==> src/rtl/count_sequencer_pkg.sv <==
// Shared definitions for the count sequencer: FSM encodings and BCD geometry.
package count_sequencer_pkg;

   localparam int unsigned NUM_DIGITS = 4;
   localparam int unsigned DIGIT_W    = 4;
   localparam int unsigned COUNT_W    = NUM_DIGITS * DIGIT_W;
   localparam int unsigned SCAN_W     = 2;

   localparam logic [DIGIT_W-1:0] BCD_MAX = 4'd9;

   typedef enum logic [1:0] {
      ST_MANUAL     = 2'b00,
      ST_AUTO_RUN   = 2'b01,
      ST_AUTO_PAUSE = 2'b10,
      ST_ILLEGAL    = 2'b11
   } state_t;

endpackage : count_sequencer_pkg

==> src/rtl/count_sequencer_bcd_digit.sv <==
// One decimal digit of the counter: advances when enabled and all lower digits roll over.
module bcd_digit
   import count_sequencer_pkg::*;
(
   input  logic               clock,
   input  logic               reset,
   input  logic               en,
   input  logic               carry_in,
   output logic [DIGIT_W-1:0] value,
   output logic               carry_out
);

   logic [DIGIT_W-1:0] r_value;

   assign value     = r_value;
   assign carry_out = carry_in && (r_value == BCD_MAX);

   // Digit register; any out-of-range code is folded back to zero on the next step.
   always_ff @(posedge clock) begin
      if (reset) begin
         r_value <= '0;
      end else if (en && carry_in) begin
         r_value <= (r_value >= BCD_MAX) ? '0 : r_value + DIGIT_W'(1);
      end
   end

endmodule : bcd_digit

==> src/rtl/count_sequencer.sv <==
// Four-digit BCD counter with manual/auto modes and a multiplexed display scanner.
module count_sequencer
   import count_sequencer_pkg::*;
#(
   parameter bit WRAP_EN  = 1'b1,
   parameter bit LZ_BLANK = 1'b1
)
(
   input  logic                clock,
   input  logic                reset,
   input  logic                inc_level,
   input  logic                mode_select,
   input  logic                tick_1hz,
   input  logic                tick_1khz,
   output logic [COUNT_W-1:0]  bcd_count,
   output logic [3:0]          digit_select,
   output logic [DIGIT_W-1:0]  digit_value,
   output logic                blank,
   output logic [1:0]          state_out
);

   logic                                r_mode_meta;
   logic                                r_mode_s;
   logic                                r_inc_prev;
   state_t                              r_state;
   logic [SCAN_W-1:0]                   r_scan_idx;
   logic [3:0]                          r_digit_select;
   logic [DIGIT_W-1:0]                  r_digit_value;
   logic                                r_blank;

   logic                                w_inc_edge;
   logic                                w_step;
   logic                                w_count_en;
   logic [NUM_DIGITS:0]                 w_carry;
   logic [NUM_DIGITS-1:0][DIGIT_W-1:0]  w_digits;
   logic [NUM_DIGITS-1:0]               w_zero;
   logic [SCAN_W-1:0]                   w_scan_next;
   logic                                w_lead_zero;

   // Mode switch synchronizer and increment-button edge history.
   always_ff @(posedge clock) begin
      if (reset) begin
         r_mode_meta <= 1'b0;
         r_mode_s    <= 1'b0;
         r_inc_prev  <= 1'b0;
      end else begin
         r_mode_meta <= mode_select;
         r_mode_s    <= r_mode_meta;
         r_inc_prev  <= inc_level;
      end
   end

   assign w_inc_edge = inc_level && !r_inc_prev;

   // Mode FSM; a mode change wins over a pause toggle in the same cycle.
   always_ff @(posedge clock) begin
      if (reset) begin
         r_state <= ST_MANUAL;
      end else begin
         case (r_state)
            ST_MANUAL: begin
               if (r_mode_s) r_state <= ST_AUTO_RUN;
            end
            ST_AUTO_RUN: begin
               if (!r_mode_s)       r_state <= ST_MANUAL;
               else if (w_inc_edge) r_state <= ST_AUTO_PAUSE;
            end
            ST_AUTO_PAUSE: begin
               if (!r_mode_s)       r_state <= ST_MANUAL;
               else if (w_inc_edge) r_state <= ST_AUTO_RUN;
            end
            default: r_state <= ST_MANUAL;
         endcase
      end
   end

   // Step rule is evaluated on the current (pre-transition) state.
   assign w_step     = ((r_state == ST_MANUAL)   && w_inc_edge) ||
                       ((r_state == ST_AUTO_RUN) && tick_1hz);
   assign w_count_en = w_step && (WRAP_EN || !w_carry[NUM_DIGITS]);
   assign w_carry[0] = 1'b1;

   for (genvar g = 0; g < NUM_DIGITS; g++) begin : g_digit
      bcd_digit u_digit (
         .clock     (clock),
         .reset     (reset),
         .en        (w_count_en),
         .carry_in  (w_carry[g]),
         .value     (w_digits[g]),
         .carry_out (w_carry[g+1])
      );
      assign w_zero[g] = (w_digits[g] == '0);
   end

   assign bcd_count   = w_digits;
   assign w_scan_next = tick_1khz ? r_scan_idx + SCAN_W'(1) : r_scan_idx;

   // Selected digit and everything above it are zero (units never qualifies).
   always_comb begin
      w_lead_zero = 1'b0;
      case (w_scan_next)
         2'd1:    w_lead_zero = &w_zero[3:1];
         2'd2:    w_lead_zero = &w_zero[3:2];
         2'd3:    w_lead_zero = w_zero[3];
         default: w_lead_zero = 1'b0;
      endcase
   end

   // Display scan registers, all driven from the same upcoming index.
   always_ff @(posedge clock) begin
      if (reset) begin
         r_scan_idx     <= '0;
         r_digit_select <= 4'b1110;
         r_digit_value  <= '0;
         r_blank        <= 1'b0;
      end else begin
         r_scan_idx     <= w_scan_next;
         r_digit_select <= ~(4'b0001 << w_scan_next);
         r_digit_value  <= w_digits[w_scan_next];
         r_blank        <= LZ_BLANK && w_lead_zero;
      end
   end

   assign digit_select = r_digit_select;
   assign digit_value  = r_digit_value;
   assign blank        = r_blank;
   assign state_out    = r_state;

endmodule : count_sequencer

==> config.mk <==
export PLATFORM = sky130hd
export DESIGN_NAME = count_sequencer
export DESIGN_NICKNAME = d
export VERILOG_FILES = /design/src/rtl/count_sequencer_pkg.sv /design/src/rtl/count_sequencer_bcd_digit.sv /design/src/rtl/count_sequencer.sv
export SDC_FILE = /design/constraint.sdc
export NUM_CORES = 1
export LEC_CHECK = 0
export CORE_MARGIN = 1
export CORE_UTILIZATION = 29
export DETAILED_ROUTE_END_ITERATION = 6
export PLACE_DENSITY_LB_ADDON = 0.1
export SETUP_SLACK_MARGIN = 0.15
export SYNTH_ARGS = -nofsm -noshare
export SYNTH_HDL_FRONTEND = slang
export SYNTH_SLANG_ARGS = --single-unit
==> constraint.sdc <==
create_clock -name clock -period 5.5 [get_ports clock]
set_input_delay 0.825 -clock clock [delete_from_list [all_inputs] [get_ports clock]]
set_output_delay 0.825 -clock clock [all_outputs]
set_load 0.01 [all_outputs]
==> results of run 1 <==
-- through the flow --
stage | power [mW] | setup WS [ns]
2_1_floorplan | 0.2819 | 3.155
3_3_place_gp | 0.3023 | 2.539
3_5_place_dp | 0.3029 | 2.484
4_1_cts | 0.4707 | 2.779
5_1_grt | 0.4877 | 2.663
6_report | 0.4648 | 2.753
-- cell families after synthesis --
logic type	Yosys count	synth area share, %
XOR/XNOR	8	4.491
flip-flops	32	41.06
AND/OR/NAND/NOR	58	19.49
multiplexers	7	4.491
adder cells (fa/ha/maj)	14	11.23
AO/OA/AOI/OAI	34	14.84
buffers and inverters	18	4.410
-- cell type report --
cell class | count | area [um^2]
clock inverters | 1 | 5.005
multi-input cells | 121 | 850.8
clock buffers | 6 | 72.57
repair buffers | 32 | 320.3
well taps | 70 | 87.58
fillers | 552 | 3110
flip-flops and latches | 32 | 640.6
inverters | 14 | 52.55
-- cells in the mapped netlist (all sizes together) --
cell	instances	area (um^2)
dfxtp	32	640.6
nor2	19	71.32
ha	14	175.2
inv	14	52.55
nand2	8	30.03
mux2i	7	70.07
o21ai	7	35.03
nand3	6	30.03
nand3b	6	45.04
o22ai	6	37.54
xnor2	6	52.55
a21oi	5	25.02
a22oi	5	37.54
nand2b	4	25.02
a31o	3	26.28
a41oi	3	26.28
nor2b	3	18.77
or2	3	18.77
a211oi	2	15.01
buf	2	8.750
clkbuf	2	7.510
nor3	2	10.01
or3	2	12.51
xor2	2	17.52
a2111o	1	11.26
a2111oi	1	8.760
a22o	1	8.760
and3	1	6.260
and3b	1	8.760
nor4b	1	8.760
or3b	1	8.760
or4b	1	10.01
-- flip-flops by register name, summed over array words and instances, names as in the netlist --
name and flops:
r_mode_s 1, blank 1, r_inc_prev 1, state_out 2, r_scan_idx 2, r_mode_meta 1, digit_value 4, digit_select 4
g_digit.u_digit.value 16
-- layer usage --
metal	global-route usage [%]	up-vias
met5	0	-
met4	6.379	0
met3	3.704	8
met2	20.14	29
met1	16.49	622
li1	-	665
-- path summary, 6_finish.rpt --
path / depth (start not counted) / endpoint / slack (ns)
hold reg to reg: 1 / r_mode_s$_SDFF_PP0_ / 0.44
setup / recovery: 5 / g_digit[2].u_digit.value[2]$_SDFFE_PP0P_ / 2.75
hold / removal: 1 / r_mode_s$_SDFF_PP0_ / 0.44
setup reg to reg: 4 / g_digit[2].u_digit.value[2]$_SDFFE_PP0P_ / 3.40
-- power breakdown --
| group | switching [mW] | internal, mW | leakage [nW] | total (mW) |
|---|---|---|---|---|
| Sequential | 0.00696 | 0.240 | 0.260 | 0.247 |
| Clock | 0.0816 | 0.0859 | 0.0410 | 0.167 |
| Combinational | 0.0248 | 0.0260 | 0.466 | 0.0509 |
| Total | 0.113 | 0.351 | 0.768 | 0.465 |
-- critical path, stage by stage --
cell             delay, ns
clkdlybuf4s50_1       0.54
or4b_1                0.57
a211oi_1              0.62
a31o_2                0.31
nor2_1                0.05
==> summary.md, run 1 <==
| Metric | Value |
|---|---|
| RR Startpoint | state_out[1]$_SDFFE_PP0P_ |
| Highest achievable clock rate | 364.0 MHz |
| Placed inst area | 1952 um^2 |
| Layout Skew | 0.001850 ns |
| Die ar. | around 5700 um^2 |
| Postcts setup bufs | 0 |
| Post-detail-place hpwl | approximately 2.6 mm |
| Wire length on met3 | 148 um |
| Nets | between 200 and 250 |
| Gr ovfl total | 0 |
| Synth unique cells | 33 |
| Setup TNS | 0 ns |
| Crit path max fanout | 6 |
| DR vias | 1324 |
| Clock Latency Late Sink | ~0.28 ns |
| Hold wc startpoint | r_mode_meta$_SDFF_PP0_ |
| Critical Path AT | ~3 ns |
| Row cnt | 26 |
| First-pass GRT wire length | between 5 and 6 mm |
| Number of vias per cell | 4.797 |
| P&R area growth vs syn | 30.07% |
| Initial Utilization | 30.36% |
| Antenna violations before repair | 0 |
| Fin crit share | around half |
| Crit path launch | inc_level |
| Required time worst endpoint | between 5 and 6 ns |
| Synth warnings | 0 |
| Crit start category | input pin |
| Min Hold Slack | ~0.44 ns |
| Register clock-pin slew on the reported worst setup and hold paths | about 0.060 ns |
| Seq/Total Area, Yosys | between 40% and 50% |
| Drt wl/cell | ~12 um |
| I/O Buffers | 32 |
| Commonest cells after routing, fill and taps aside | dfxtp_1 (32), clkdlybuf4s50_1 (32), nor2_1 (19) |
| Post-synthesis register bit count | 32 |
| PwrDens | about 230 nW/um^2 |
| Diodes inserted | 0 |
| Die width | ~75 um |
| Outcome | complete, no violations |
| CTS buffer count | 5 |
| Design area | 2029 um^2 |
| Post-placement cell count | approximately 270 |
| Top sig layer | met4 |
| Hold-fix buffers at CTS | 0 |
| H-tree depth | 2 |
| Clock period minus worst slack | between 2 and 3 ns |
| CTS tree | yes |
| Vias in the first global route | approximately 1200 |
| Post-layout util | roughly two fifths |
| Pin count of the biggest net entering global routing | 20 |
| Syn Std Cell Area | approximately 1600 um^2 |
| Die Y-Extent | roughly 75 um |
| Routability cong. | roughly 0.85 |
| Syn Area/Cell | ~9.1 um^2 |
| Worst-margin pin slew | a little under 0.7 ns |
| RSZ-0062 raised after global routing | no |
| Post-CTS resize count | 0 |
| Total track usage | about an eighth |
| CP Capture Type | flip-flop |
| Mapped Nets | about 190 |
| Min-Delay Path Class | flip-flop to flip-flop |
| Clock buffer depth | 2 |
| WL met1 | ~1.6 mm |
| Crit Path Class | input pin to flip-flop |
| Mapped Cells | roughly 170 |
| Aggregate routed wire length | approximately 3.4 mm |
| Maximum vdd ir drop | 0.1038 mV |
| Relative slew margins | 53.56% |
| Final hold violations | 0 |
| # IOs | 33 |
| Share of layout cells above drive strength 1 | approximately 6.3% |
| Slew Viols, Final | 0 |
| LEAKAGE | approximately 0.77 nW |
| Placeable Area | slightly above 5000 um^2 |
| Root buf cell | clkbuf_8 |
| Maxcap violations | 0 |
| Fin cells | ~280 |
| Detailed Route Iter0 Violations | 67 |
| Post-DRT Antenna Nets | 0 |
| Drt first pass iters | 4 |
| WL met2 | around 1.6 mm |
| # DRC | 0 |
| Clk sink count | 32 |
| Final setup vio count | 0 |
Note: power is estimated with default switching activity, not from simulation.
==> run 2, diff against run 1 <==
clock period = 2.6 ns   (was 5.5 ns; I/O delays follow)
==> summary.md, run 2 (same netlist as run 1, synthesis figures left out) <==
| Metric | Value |
|---|---|
| Fin crit share | 84.84% |
| Share of layout cells above drive strength 1 | 8.571% (+2.3 points) |
| Antenna violations before repair | 0 (unchanged) |
| Clk sink count | 32 (unchanged) |
| Detailed Route Iter0 Violations | 68 (+1.5%) |
| Drt first pass iters | 4 (unchanged) |
| Clock Latency Late Sink | 0.28 ns (about the same) |
| Routability cong. | 0.8159 (-4.4%) |
| Total track usage | 13.18% (+0.22 points) |
| Placeable Area | 5140 um^2 (unchanged) |
| Crit start category | input pin |
| Max FFs per register | 16 (unchanged) |
| Post-DRT Antenna Nets | 0 (unchanged) |
| # IOs | 33 (unchanged) |
| Clock period minus worst slack | around 2.2 ns |
| Hold Crit Depth | 1 (unchanged) |
| Layout Skew | 0.008283 ns (+0.006433 ns) |
| R2R Path End | g_digit[3].u_digit.value[0]$_SDFFE_PP0P_ |
| RR Startpoint | state_out[1]$_SDFFE_PP0P_ |
| I/O Buffers | 32 (unchanged) |
| CTS buffer count | 5 (unchanged) |
| DR vias | 1363 (+2.9%) |
| Diodes inserted | 0 (unchanged) |
| Crit path max fanout | 6 (unchanged) |
| R2r setup slk | 0.60 ns (-2.80 ns) |
| PwrDens | 501.8 nW/um^2 (+120%) |
| LEAKAGE | 0.7964 nW (+3.7%) |
| Highest achievable clock rate | between 400 and 500 MHz |
| Relative slew margins | 63.04% (+9.5 points) |
| Vias in the first global route | 1200 (-0.66%) |
| Root buf cell | clkbuf_8 |
| Nets | 230 (+1.8%) |
| Pwr Total | 1.043 mW (+120%) |
| Setup TNS | 0 ns (unchanged) |
| Min Hold Slack | 0.4453 ns (+0.001728 ns) |
| Critical Path AT | 2.41 ns (-0.51 ns) |
| Pre-CTS setup slack | 0.1173 ns (-2.367 ns) |
| Hold wc startpoint | r_mode_meta$_SDFF_PP0_ |
| CP Capture Type | flip-flop |
| Aggregate routed wire length | 3.533 mm (+3.1%) |
| Slew Viols, Final | 0 (unchanged) |
| # DRC | 0 (unchanged) |
| Die ar. | 5678 um^2 (unchanged) |
| Min-Delay Path Class | flip-flop to flip-flop |
| Commonest cells after routing, fill and taps aside | dfxtp_1 (32), clkdlybuf4s50_1 (32), nor2_1 (19) |
| Postcts setup bufs | 0 (unchanged) |
| Reg2Reg Depth | 5 (+1) |
| Drt wl/cell | 12.62 um (+1.6%) |
| Clock buffer depth | 2 (unchanged) |
| Hold-fix buffers at CTS | 0 (unchanged) |
| Number of vias per cell | 4.868 (+1.5%) |
| Post-detail-place hpwl | 2.672 mm (+3.7%) |
| Post-route setup slack | 0.3940 ns (-2.359 ns) |
| Hold path endpoint | r_mode_s$_SDFF_PP0_ |
| Post-CTS resize count | 0 (unchanged) |
| Outcome | complete, no violations |
| Final setup vio count | 0 (unchanged) |
| Die Y-Extent | 75.35 um (unchanged) |
| FF/Latch Area | 640.6 um^2 (unchanged) |
| Final hold violations | 0 (unchanged) |
| Register clock-pin slew on the reported worst setup and hold paths | 0.07 ns (about the same) |
| First-pass GRT wire length | 5.492 mm (+0.13%) |
| Post-layout util | 40.43% (+0.95 points) |
| Fill cells | 562 (+1.8%) |
| Gr ovfl total | 0 (unchanged) |
| Initial Utilization | 30.36% (unchanged) |
| CTS tree | yes |
| RSZ-0062 raised after global routing | no |
| Pin count of the biggest net entering global routing | 14 (-30%) |
| Die width | 75.35 um (unchanged) |
| Required time worst endpoint | 2.80 ns (-2.87 ns) |
| Crit Path Class | input pin to flip-flop |
| Worst-margin pin slew | 0.5404 ns (-0.1520 ns) |
| P&R area growth vs syn | 33.20% |
| Maximum vdd ir drop | 0.2158 mV (+110%) |
| Row cnt | 26 (unchanged) |
| H-tree depth | 2 (unchanged) |
| Multi-input logic area | 850.8 um^2 (unchanged) |
| Maxcap violations | 0 (unchanged) |
==> run 2: changes by cell type in the layout (fill, tap and decap cells not counted) <==
cell / change
buf_4: +4
clkinv_2: -1
clkbuf_8: +2
clkbuf_1: -1
==> run 2: layer usage <==
layer / vias up / global-route usage (%) / wire, um
met4: 0 / 5.144 / 58
met3: 8 / 3.968 / 158
li1: 680 / - / -
met1: 636 / 17.30 / 1687
met2: 39 / 20.34 / 1629
met5: - / 0 / 0
==> run 2: per-stage QoR <==
step / std cells / instance area, um^2
6_report: 280 / 2078
5_1_grt: 280 / 2078
4_1_cts: 280 / 2078
3_5_place_dp: 273 / 1982
3_3_place_gp: 273 / 1982
2_1_floorplan: 171 / 1560
==> run 2: critical path, cell delays in order <==
cell,delay (ns)
clkdlybuf4s50_1,0.53
or4b_1,0.57
a2111o_1,0.43
buf_4,0.16
nand2b_1,0.15
o21ai_0,0.17
==> run 2: power breakdown <==
group          switching [mW]  total, mW  leakage, nW  internal, mW
combinational          0.0538      0.112        0.486        0.0582
sequential             0.0143      0.521        0.260         0.507
clock                   0.174      0.410       0.0503         0.236
total                   0.242       1.04        0.796         0.800
==> run 2: area by class of cell <==
class	instances	area share, %
multi-input combinational	121	40.94
tap	70	4.214
sequential	32	30.82
timing repair buffer	36	16.86
clock buffer	7	4.636
inverter	14	2.529
==> run 2: how the worst max path moves through the flow <==
stage                                    from                                  endpoint  slack [ns]  cells past startpoint
floorplan           state_out[1]$_SDFFE_PP0P_  g_digit[3].u_digit.value[3]$_SDFFE_PP0P_        0.61                      5
global placement                    inc_level  g_digit[3].u_digit.value[3]$_SDFFE_PP0P_        0.18                      5
detailed placement                  inc_level  g_digit[3].u_digit.value[2]$_SDFFE_PP0P_        0.12                      6
CTS                                 inc_level  g_digit[3].u_digit.value[0]$_SDFFE_PP0P_        0.41                      6
global route                        inc_level  g_digit[3].u_digit.value[0]$_SDFFE_PP0P_        0.35                      6
finish                              inc_level  g_digit[3].u_digit.value[0]$_SDFFE_PP0P_        0.39                      6
